<file path="config.mk">
export PLATFORM = sky130hd
export DESIGN_NAME = alu_iterative
export DESIGN_NICKNAME = d
export VERILOG_FILES = /design/src/rtl/alu_iterative.sv
export SDC_FILE = /design/constraint.sdc
export NUM_CORES = 1
export LEC_CHECK = 0
export ABC_AREA = 1
export BUFFER_PORTS_ARGS = -buffer_cell sky130_fd_sc_hd__buf_2
export CORE_MARGIN = 2
export CORE_UTILIZATION = 50
export DETAILED_ROUTE_END_ITERATION = 10
export HOLD_SLACK_MARGIN = 0.05
export MAX_ROUTING_LAYER = met4
export PLACE_DENSITY = 0.68
export SLEW_MARGIN = 20
export SYNTH_ARGS = -nofsm -noshare
export SYNTH_HDL_FRONTEND = slang
export SYNTH_SLANG_ARGS = --single-unit
export TNS_END_PERCENT = 100
</file>
<file path="constraint.sdc">
create_clock -name clk -period 3.2 [get_ports clk]
set_clock_uncertainty 0.05 [all_clocks]
set_input_delay 0.48 -clock clk [delete_from_list [all_inputs] [get_ports clk]]
set_output_delay 0.48 -clock clk [all_outputs]
set_load 0.02 [all_outputs]
</file>
<file path="src/rtl/alu_iterative.sv">
// ============================================================================
// Module  : alu_iterative
// Brief   : Multi-cycle unsigned ALU: single-cycle ADD/SUB/CMP, shift-add MUL,
//           restoring DIV/REM, with NZP compare and divide-by-zero flags.
// Revision: 1.0 - initial release
// ============================================================================
`default_nettype none

module alu_iterative #(
    parameter int DATA_W = 8,
    parameter int CNT_W  = $clog2(DATA_W) + 1
) (
    input  logic              clk,
    input  logic              reset,
    input  logic              in_valid,
    output logic              in_ready,
    input  logic [2:0]        op,
    input  logic [DATA_W-1:0] rs,
    input  logic [DATA_W-1:0] rt,
    output logic              out_valid,
    output logic [DATA_W-1:0] result,
    output logic [2:0]        nzp,
    output logic              div0
);

    localparam logic [2:0] c_OP_ADD = 3'b000;
    localparam logic [2:0] c_OP_SUB = 3'b001;
    localparam logic [2:0] c_OP_MUL = 3'b010;
    localparam logic [2:0] c_OP_DIV = 3'b011;
    localparam logic [2:0] c_OP_REM = 3'b100;
    localparam logic [2:0] c_OP_CMP = 3'b101;
    localparam logic [CNT_W-1:0] c_CNT_LOAD = CNT_W'(DATA_W);

    typedef enum logic [1:0] {
        S_IDLE = 2'd0,
        S_MUL  = 2'd1,
        S_DIV  = 2'd2,
        S_DONE = 2'd3
    } state_t;

    state_t            r_state;
    logic              r_in_ready;
    logic              r_out_valid;
    logic [DATA_W-1:0] r_result;
    logic [2:0]        r_nzp;
    logic              r_div0;
    logic [2:0]        r_op;
    logic [DATA_W-1:0] r_a;      // MUL: shifted multiplicand
    logic [DATA_W-1:0] r_b;      // MUL: shifted multiplier; DIV: divisor
    logic [DATA_W-1:0] r_acc;    // MUL: partial product; DIV: partial remainder
    logic [DATA_W-1:0] r_q;      // DIV: dividend bits shifting out, quotient in
    logic [CNT_W-1:0]  r_cnt;

    logic              w_accept;
    logic [DATA_W-1:0] w_fast_result;
    logic [DATA_W-1:0] w_mul_acc;
    logic [DATA_W:0]   w_shift;
    logic [DATA_W:0]   w_diff;
    logic              w_ge;
    logic [DATA_W-1:0] w_rem_next;
    logic [DATA_W-1:0] w_q_next;

    assign w_accept  = in_valid && r_in_ready;
    assign w_mul_acc = r_acc + (r_b[0] ? r_a : '0);

    // Restoring step: bring in the next dividend bit, subtract if it fits.
    assign w_shift    = {r_acc, r_q[DATA_W-1]};
    assign w_diff     = w_shift - {1'b0, r_b};
    assign w_ge       = (w_shift >= {1'b0, r_b});
    assign w_rem_next = w_ge ? w_diff[DATA_W-1:0] : w_shift[DATA_W-1:0];
    assign w_q_next   = {r_q[DATA_W-2:0], w_ge};

    // Results for everything that completes straight from IDLE, incl. rt==0.
    always_comb begin
        w_fast_result = '0;
        case (op)
            c_OP_ADD: w_fast_result = rs + rt;
            c_OP_SUB: w_fast_result = rs - rt;
            c_OP_CMP: w_fast_result = rs - rt;
            c_OP_DIV: w_fast_result = {DATA_W{1'b1}};
            c_OP_REM: w_fast_result = rs;
            default:  w_fast_result = '0;
        endcase
    end

    always_ff @(posedge clk) begin
        if (reset) begin
            r_state     <= S_IDLE;
            r_in_ready  <= 1'b1;
            r_out_valid <= 1'b0;
            r_result    <= '0;
            r_nzp       <= 3'b000;
            r_div0      <= 1'b0;
            r_op        <= 3'b000;
            r_a         <= '0;
            r_b         <= '0;
            r_acc       <= '0;
            r_q         <= '0;
            r_cnt       <= '0;
        end else begin
            r_out_valid <= 1'b0;
            case (r_state)
                S_IDLE: begin
                    if (w_accept) begin
                        r_op       <= op;
                        r_in_ready <= 1'b0;
                        if (op == c_OP_MUL) begin
                            r_a     <= rs;
                            r_b     <= rt;
                            r_acc   <= '0;
                            r_cnt   <= c_CNT_LOAD;
                            r_state <= S_MUL;
                        end else if ((op == c_OP_DIV || op == c_OP_REM) && rt != '0) begin
                            r_b     <= rt;
                            r_q     <= rs;
                            r_acc   <= '0;
                            r_cnt   <= c_CNT_LOAD;
                            r_state <= S_DIV;
                        end else begin
                            r_result    <= w_fast_result;
                            r_out_valid <= 1'b1;
                            r_state     <= S_DONE;
                            if (op == c_OP_CMP)
                                r_nzp <= {rs < rt, rs == rt, rs > rt};
                            if (op == c_OP_DIV || op == c_OP_REM)
                                r_div0 <= 1'b1;
                        end
                    end
                end
                S_MUL: begin
                    r_acc <= w_mul_acc;
                    r_a   <= r_a << 1;
                    r_b   <= r_b >> 1;
                    r_cnt <= r_cnt - CNT_W'(1);
                    if (r_cnt == CNT_W'(1)) begin
                        r_result    <= w_mul_acc;
                        r_out_valid <= 1'b1;
                        r_state     <= S_DONE;
                    end
                end
                S_DIV: begin
                    r_acc <= w_rem_next;
                    r_q   <= w_q_next;
                    r_cnt <= r_cnt - CNT_W'(1);
                    if (r_cnt == CNT_W'(1)) begin
                        r_result    <= (r_op == c_OP_REM) ? w_rem_next : w_q_next;
                        r_div0      <= 1'b0;
                        r_out_valid <= 1'b1;
                        r_state     <= S_DONE;
                    end
                end
                S_DONE: begin
                    r_in_ready <= 1'b1;
                    r_state    <= S_IDLE;
                end
                default: begin
                    r_in_ready <= 1'b1;
                    r_state    <= S_IDLE;
                end
            endcase
        end
    end

    assign in_ready  = r_in_ready;
    assign out_valid = r_out_valid;
    assign result    = r_result;
    assign nzp       = r_nzp;
    assign div0      = r_div0;

endmodule

`default_nettype wire

</file>
# --- After elaboration in Yosys (flattened, before gate mapping) ---
# Cells that the tools add are included.
# W data, S select, Z words.
word_totals:
  regBits: 55
  input_bits: 22
  elab_cells: 114
op_classes:
  add_sub_neg: 5
  order_cmp: 3
  n_eq_ne: 21
  mux: 47
  n_bitwise: 2
  reduce_logical: 24
ops:
  columns: ["cell", "count"]
  rows:
  - ["$mux W8", 19]
  - ["$pmux W8 S2", 3]
  - ["$pmux W8 S3", 2]
  - ["$pmux W8 S4", 1]
  - ["$add A8 B8 Y8", 2]
  - ["$ne A2 B2 Y1 const B", 8]
  - ["$sub A8 B8 Y8", 2]
  - ["$mux W4", 3]
  - ["$reduce_and A3 Y1", 4]
  - ["$reduce_and A6 Y1", 2]
  - ["$mux W1", 11]
  - ["$eq A3 B3 Y1 const B", 3]
  - ["$ge A9 B8 Y1", 1]
  - ["$eq A8 B8 Y1", 1]
  - ["$gt A8 B8 Y1", 1]
  - ["$lt A8 B8 Y1", 1]
  - ["$pmux W4 S2", 1]
  - ["$reduce_bool A2 Y1", 4]
  - ["$reduce_bool A8 Y1", 1]
  - ["$eq A3 B2 Y1 const B", 2]
  - ["$mux W2", 3]
  - ["$pmux W1 S2", 3]
  - ["$pmux W2 S3", 1]
  - ["$reduce_and A2 Y1", 3]
  - ["16 further kinds", 20]

# --- Depth between registers and ports, before layout ---
# Gate-level depths: netlist of run 1.
logic_depth:
  depth_word: 7
  depth_mapped: 15

# --- Worst setup path after synthesis of run 1 ---
# No wires, ideal clock.
synth_path:
  path_kind: "input -> register"
  start: "in rs[0]"
  end: "reg r_result[6] (netlist: result[6])"
  setup_time_ns: 0.116
  t_arrival_ns: 1.924
  required_ns: 3.034
  setup_slack_ns: 1.110
  stages: 11
  path_cell_list: "inv_1 > ha_1 > fa_1 > o21ai_0 > nand2_1 > nand2_1 > nand2_1 > nand3_1 > nand3b_1 > a21oi_2 > a21oi_2"
synth_via:
  elab_chain_len: 6
synth_lines:
  columns: ["element", "line_no", "text"]
  rows:
  - ["start: declaration", "18", "input logic [DATA_W-1:0] rs,"]
  - ["$sub A8 B8 Y8 or $add A8 B8 Y8 (tied branches)", "78, 79, 77", null]
  - ["$pmux W8 S4 (*)", "76", "case (op)"]
  - ["$mux W8 (*)", "113", "end else if ((op == c_OP_DIV || op == c_OP_REM) && rt != '0) begin"]
  - ["$mux W8 (*)", "107", "if (op == c_OP_MUL) begin"]
  - ["$mux W8 (*)", "104", "if (w_accept) begin"]
  - ["$pmux W8 S3 (*)", "102", "case (r_state)"]
  - ["end signal: assignment", "120", "r_result <= w_fast_result;"]
  - ["end signal: assignment", "136", "r_result <= w_mul_acc;"]
  - ["end signal: assignment", "146", "r_result <= (r_op == c_OP_REM) ? w_rem_next : w_q_next;"]
  - ["end: declaration", "44", "logic [DATA_W-1:0] r_result;"]
# Mark *: on every way between the ends. The rest lies on a longest branch, timed or not. The select of a mux whose other input is x is not followed.
# A chain may end at the register's enable or synchronous reset.

# --- Worst setup path in the final report of run 1 ---
layout_path:
  start: "reg r_state[0]"
  end: "reg r_cnt[1]"
layout_via:
  elab_chain_len: 4
layout_lines:
  columns: ["element", "line_no", "text"]
  rows:
  - ["start: declaration", "41", "state_t r_state;"]
  - ["start signal: assignment", "88", "r_state <= S_IDLE;"]
  - ["start signal: assignment", "112", "r_state <= S_MUL;"]
  - ["start signal: assignment", "118", "r_state <= S_DIV;"]
  - ["$eq A2 B2 Y1 or $eq A2 B1 Y1 (tied branches)", "102", null]
  - ["$reduce_or A2 Y1 (no source line)", null, null]
  - ["$reduce_bool A2 Y1 (no source line)", null, null]
  - ["$reduce_and A3 Y1 (no source line)", null, null]
  - ["end signal: assignment", "111", "r_cnt <= c_CNT_LOAD;"]
  - ["end signal: assignment", "117", "r_cnt <= c_CNT_LOAD;"]
  - ["end signal: assignment", "134", "r_cnt <= r_cnt - CNT_W'(1);"]
  - ["end: declaration", "52", "logic [CNT_W-1:0] r_cnt;"]
# Parallel ways exist; a longest one is shown, timed or not.

==> results of run 1 <==
-- per-layer routing --
metal | part of all wire [%] | up-vias | GRT usage, %
met5 | 0 | - | -
met4 | 3.8 | 0 | 10.9
met3 | 5.3 | 40 | 2.83
met2 | 47 | 164 | 47.2
met1 | 44 | 2219 | 35.8
li1 | - | 2434 | -
-- layout make-up --
| cell class | instances | area [um2] | share of cell area, % |
|---|---|---|---|
| multi-input combinational | 538 | 3070 | 60.9 |
| sequential | 55 | 1100 | 21.8 |
| inverter | 110 | 415 | 8.24 |
| timing repair buffer | 39 | 205 | 4.07 |
| tap | 111 | 139 | 2.75 |
| clock buffer | 6 | 72.6 | 1.44 |
| clock inverter | 2 | 38.8 | 0.769 |
-- worst paths after layout --
kind / start / endpoint / cells past startpoint
worst max-delay path: r_state[0]$_SDFFE_PP0P_ / r_cnt[1]$_SDFFE_PP0P_ / 11
worst min-delay path: op[1] / r_op[1]$_SDFFE_PP0P_ / 3
worst max register to register: r_state[0]$_SDFFE_PP0P_ / r_cnt[1]$_SDFFE_PP0P_ / 11
worst min register to register: nzp[0]$_SDFFE_PP0P_ / nzp[0]$_SDFFE_PP0P_ / 2
-- power by group --
group / switching (mW) / total (mW) / internal, mW
Sequential: 0.150 / 1.04 / 0.887
Combinational: 1.73 / 2.54 / 0.808
Clock: 0.238 / 0.475 / 0.237
Total: 2.12 / 4.05 / 1.93
-- state kept, by name, summed over array words and instances (netlist names) --
signal and flops:
in_ready 1, r_cnt 4, r_acc 8, div0 1
result 8, r_state 2, out_valid 1, r_b 8
r_q 8, nzp 3, r_a 8, r_op 3
-- kinds of logic (layout without fill, tap and decap cells) --
logic type / Yosys count / after routing / share of synthesized area [%]
AO/OA/AOI/OAI: 160 / 160 / 19.9
XOR/XNOR: 8 / 8 / 1.48
adder cells (fa/ha/maj): 40 / 40 / 11.2
buffers and inverters: 136 / 157 / 11.8
flip-flops: 55 / 55 / 23.3
AND/OR/NAND/NOR: 330 / 330 / 32.4
-- worst max-delay path, delay by kind of cell (launching register included) --
kind	cells	cell delay [ns]
buf+inv	4	0.39
flops	1	0.36
compound gates	2	0.27
simple gates	4	0.74
fa+ha+maj	1	0.45
-- layout by cell type (no fill, tap or decap), types with 2 or more instances in the layout --
cell | synthesis | routed
a21oi_1 | 53 | 53
a211oi_1 | 2 | 2
nand4_1 | 13 | 13
a31oi_1 | 21 | 21
o211ai_1 | 2 | 2
inv_2 | 13 | 13
nor3_1 | 5 | 5
nand2_2 | 3 | 3
o22ai_1 | 3 | 3
a21oi_2 | 14 | 14
a21o_1 | 3 | 3
xor2_1 | 6 | 6
o21bai_1 | 3 | 3
o21ai_0 | 43 | 43
nand2_1 | 201 | 201
fa_1 | 4 | 4
nand3b_1 | 4 | 4
nor2_4 | 2 | 2
buf_4 | 3 | 4
buf_2 | 2 | 35
nor2_1 | 25 | 25
xnor2_1 | 2 | 2
nand2_4 | 7 | 7
nand3_1 | 55 | 55
inv_1 | 96 | 96
nor2_8 | 2 | 2
ha_1 | 36 | 36
dfxtp_1 | 55 | 55
and2_1 | 6 | 6
o21ai_1 | 11 | 11
clkbuf_8 | 0 | 5
-- metrics by stage --
step | power [mW] | util, % | hold slack [ns]
floorplan | 3.02 | - | 0.395
global placement | 3.54 | 53.6 | 0.406
detailed placement | 3.55 | 53.6 | 0.407
CTS | 4.03 | 54.8 | 0.419
global route | 4.41 | 54.8 | 0.438
finish | 4.05 | 54.8 | 0.418
==> results_dict.tcl, run 1 <==
set metrics [dict create \
    remaining_drc_errors 0 \
    vias 4857 \
    insertion_delay_ns 0.31 \
    rows 35 \
    nNetsFinal 811 \
    worst_pin_slew_ns 1.07 \
    required_ns 3.41 \
    worstPathMaxFanout 15 \
    die_h_um 101 \
    async_flop_share_pct 0 \
    synthTopCellsByArea "dfxtp_1 (23%), nand2_1 (16%), ha_1 (9.5%), inv_1 (7.6%), nand3_1 (5.8%)" \
    endpoint_kind "flip-flop" \
    power.density_nw_per_um2 803 \
    synthCells 729 \
    synth_area_leader_cell "dfxtp_1" \
    rsz0062_at_grt "false" \
    cts_tree "built" \
    yosys_warnings 0 \
    cp-start-kind "flip-flop" \
    slew_headroom_pct 28.5 \
    hold_violations 0 \
    synth_top_area_share_pct 23.3 \
    yosysMostFrequentCell "nand2_1" \
    via_per_inst 5.64 \
    fp.coreArea_um2 9200 \
    synth-seq-area-share_pct 23.3 \
    htree_num_levels 2 \
    slowest_delay_ns 0.45 \
    critical-path-slowest-cell "ha_1" \
    die_x_um 101 \
    grt-ovfl-total 0 \
    critPathKind "flip-flop to flip-flop" \
    port-buffer-count 35 \
    final_cells 861 \
    final_layout_size_suffix_gt1_share_pct 12.9 \
    max_freq_ghz 0.434 \
    area_growth_pct 6.61 \
    fin_area_um2 5040 \
    synth_cell_types 46 \
    pre_cts_ws_ns 0.707 \
    num_antenna_cells 0 \
    dpl-instance-area_um2 4930 \
    ir_worst_vdd_uv 373 \
    numClockSinks 55 \
    drt_iter0_drc 266 \
    clock_path_buffers 2 \
    postSynthAreaPerCell_um2 6.49 \
    post-route-min-period_ns 2.31 \
    rrSetupSlack_ns 0.89 \
    drv_cap 0 \
    first_global_vias 4522 \
    cts_made_buffers 5 \
    dpl.cell_count 853 \
    grt.total_usage_pct 28.5 \
    setup_violations 0 \
    post_cts_resized 0 \
    grt_max_degree 40 \
    drv_slew 0 \
    hp-class "input pin to flip-flop" \
    ys_dominant_reg_cell "dfxtp_1" \
    firstDrtPassIters 6 \
    post_cts_buffers 0 \
    start_util_pct 51.4 \
    synth_enable_flop_cells 0 \
    antenna_found_initial 0 \
    finalCritPeriodShare_pct 72.1 \
    routedWlPerCell_um 16.1 \
    clk_pin_slew_ns 0.11 \
    root_buffer "clkbuf_8" \
    die_area_um2 10300 \
    power_leakage_nw 2.54 \
    place_hpwl_mm 11.0 \
    io_pins 36 \
    syn_nets 791 \
    status "finished clean" \
    fill_cells 932 \
    setup_slack_ns 0.894 \
    finalSetupTns_ns 0 \
    path_cells "inv_1 -> ha_1 -> inv_2 -> nor2_4 -> inv_1 -> o21ai_0 -> nand2_4 -> nor2_8 -> inv_2 -> o22ai_1 -> and2_1" \
    gp_congestion 1.05 \
    synth_common_cells "nand2_1 (201), inv_1 (96), dfxtp_1 (55), nand3_1 (55), a21oi_1 (53)" \
    grt_first_pass_wirelength_mm 22.3 \
    synth_area_um2 4730 \
    synth_seq_cells 55 \
    totalWireLength_mm 13.9 \
    arrival_ns 2.52 \
    drtAntennaViolNets 0 \
    ctsHoldBuffers 0 \
]
(Power assumes the default switching activity.)
==> run 2, diff against run 1 <==
==> constraint.sdc (replaced) <==
create_clock -name clk -period 2.3 [get_ports clk]
set_clock_uncertainty 0.05 [all_clocks]
set_input_delay 0.345 -clock clk [delete_from_list [all_inputs] [get_ports clk]]
set_output_delay 0.345 -clock clk [all_outputs]
set_load 0.02 [all_outputs]
==> results_dict.tcl, run 2 (synthesis gave the netlist of run 1 again) <==
set metrics [dict create \
    status "finished clean" \
    routedWlPerCell_um 16.5 \
    setup_slack_ns 0.143 \
    multiInputGateArea_um2 3110 \
    via_per_inst 5.59 \
    htree_num_levels 2 \
    slew_headroom_pct 70.4 \
    grt_first_pass_wirelength_mm 23.6 \
    grt_max_degree 37 \
    remaining_drc_errors 0 \
    dpl-instance-area_um2 5070 \
    crit_buf_inv 3 \
    pre_cts_ws_ns 0.115 \
    io_pins 36 \
    regArea_um2 1110 \
    first_global_vias 4610 \
    ir_worst_vdd_uv 820 \
    insertion_delay_ns 0.32 \
    slowest_delay_ns 0.37 \
    final_common_cell "nand2_1" \
    arrival_ns 2.36 \
    worst_hold_slack_ns 0.283 \
    cp-start-kind "flip-flop" \
    mostFrequentLayoutCells "nand2_1 (201), inv_1 (96), nand3_1 (55), a21oi_1 (53), dfxtp_1 (49)" \
    ctsHoldBuffers 0 \
    worst_pin_slew_ns 0.440 \
    fin_area_um2 5250 \
    fill_cells 929 \
    clk_pin_slew_ns 0.11 \
    area_growth_pct 10.9 \
    nNetsFinal 831 \
    p_total_mw 5.98 \
    path_cells "inv_1 -> ha_1 -> nand2_1 -> inv_2 -> nand3_1 -> nor2_2 -> nor2_4 -> buf_4 -> nand3_1 -> and2_1 -> o21ai_1 -> nand2_1 -> a21oi_1" \
    vias 4928 \
    cts_made_buffers 5 \
    totalWireLength_mm 14.5 \
    fp.coreArea_um2 9200 \
    max_freq_ghz 0.464 \
    numClockSinks 55 \
    start_util_pct 51.4 \
    hold_violations 0 \
    rows 35 \
    root_buffer "clkbuf_8" \
    die_area_um2 10300 \
    clock_path_buffers 2 \
    post-route-min-period_ns 2.16 \
    hp-class "input pin to flip-flop" \
    grt-ovfl-total 0 \
    endpoint_kind "flip-flop" \
    die_x_um 101 \
    antenna_found_initial 0 \
    worstPathMaxFanout 5 \
    drtAntennaViolNets 0 \
    cts_tree "built" \
    final_layout_size_suffix_gt1_share_pct 16.6 \
    die_h_um 101 \
    gp_congestion 0.972 \
    critPathTopFamily "simple AND/OR/NAND/NOR gates" \
    critPathKind "flip-flop to flip-flop" \
    finalCritPeriodShare_pct 93.8 \
    required_ns 2.50 \
    drv_cap 0 \
    drt_iter0_drc 392 \
    setup_violations 0 \
    critical-path-slowest-cell "dfxtp_1" \
    place_hpwl_mm 11.6 \
    port-buffer-count 35 \
    power_leakage_nw 2.65 \
    num_antenna_cells 0 \
    grt.total_usage_pct 30.4 \
    drv_slew 0 \
    power.density_nw_per_um2 1140 \
    firstDrtPassIters 5 \
]
run 2: path summary, 6_finish.rpt:
check | slack (ns) | endpoint | cells past startpoint | from
max | 0.14 | r_acc[0]$_SDFFE_PP0P_ | 13 | r_b[5]$_SDFFE_PP0P_
min | 0.28 | r_op[1]$_SDFFE_PP0P_ | 3 | op[1]
max reg2reg | 0.14 | r_acc[0]$_SDFFE_PP0P_ | 13 | r_b[5]$_SDFFE_PP0P_
min reg2reg | 0.43 | r_q[6]$_SDFFE_PP0P_ | 2 | r_q[5]$_SDFFE_PP0P_
run 2: timing repair:
action / 4_1_cts / 5_1_grt
hold endpoints to repair: 0 / 0
resized for setup: 0 / 12
setup buffers: 0 / 3
endpoints found under the setup margin: 0 / 11
run 2: routing by layer:
metal | share of wire (%) | global-route usage (%) | up-vias
met4 | 4.8 | 14.0 | 0
met5 | 0 | - | -
met1 | 44 | 37.7 | 2269
met2 | 47 | 49.7 | 153
met3 | 4.6 | 3.38 | 39
li1 | - | - | 2467
run 2: metrics by stage:
stage	util, %	cells	TNS (ns)
after global placement	55.2	870	0
after CTS	56.4	878	0
after detailed placement	55.2	870	0
after global routing	57.1	881	-0.0148
after floorplan	-	729	0
final	57.1	881	0
run 2: worst min-delay path, stage by stage:
cell and delay (ns):
buf_2 0.08, inv_2 0.06, a21oi_1 0.13
run 2: where the power goes:
part | internal, mW | total, mW | switching, mW
Combinational | 1.33 | 3.85 | 2.52
Sequential | 1.24 | 1.45 | 0.209
Clock | 0.330 | 0.679 | 0.349
run 2: final cells by class:
class / count / area share, %
Sequential cell: 55 / 21.1
Timing Repair Buffer: 59 / 7.01
Inverter: 110 / 7.91
Tap cell: 111 / 2.65
Clock buffer: 6 / 1.38
Clock inverter: 2 / 0.739
Multi-Input combinational cell: 538 / 59.2
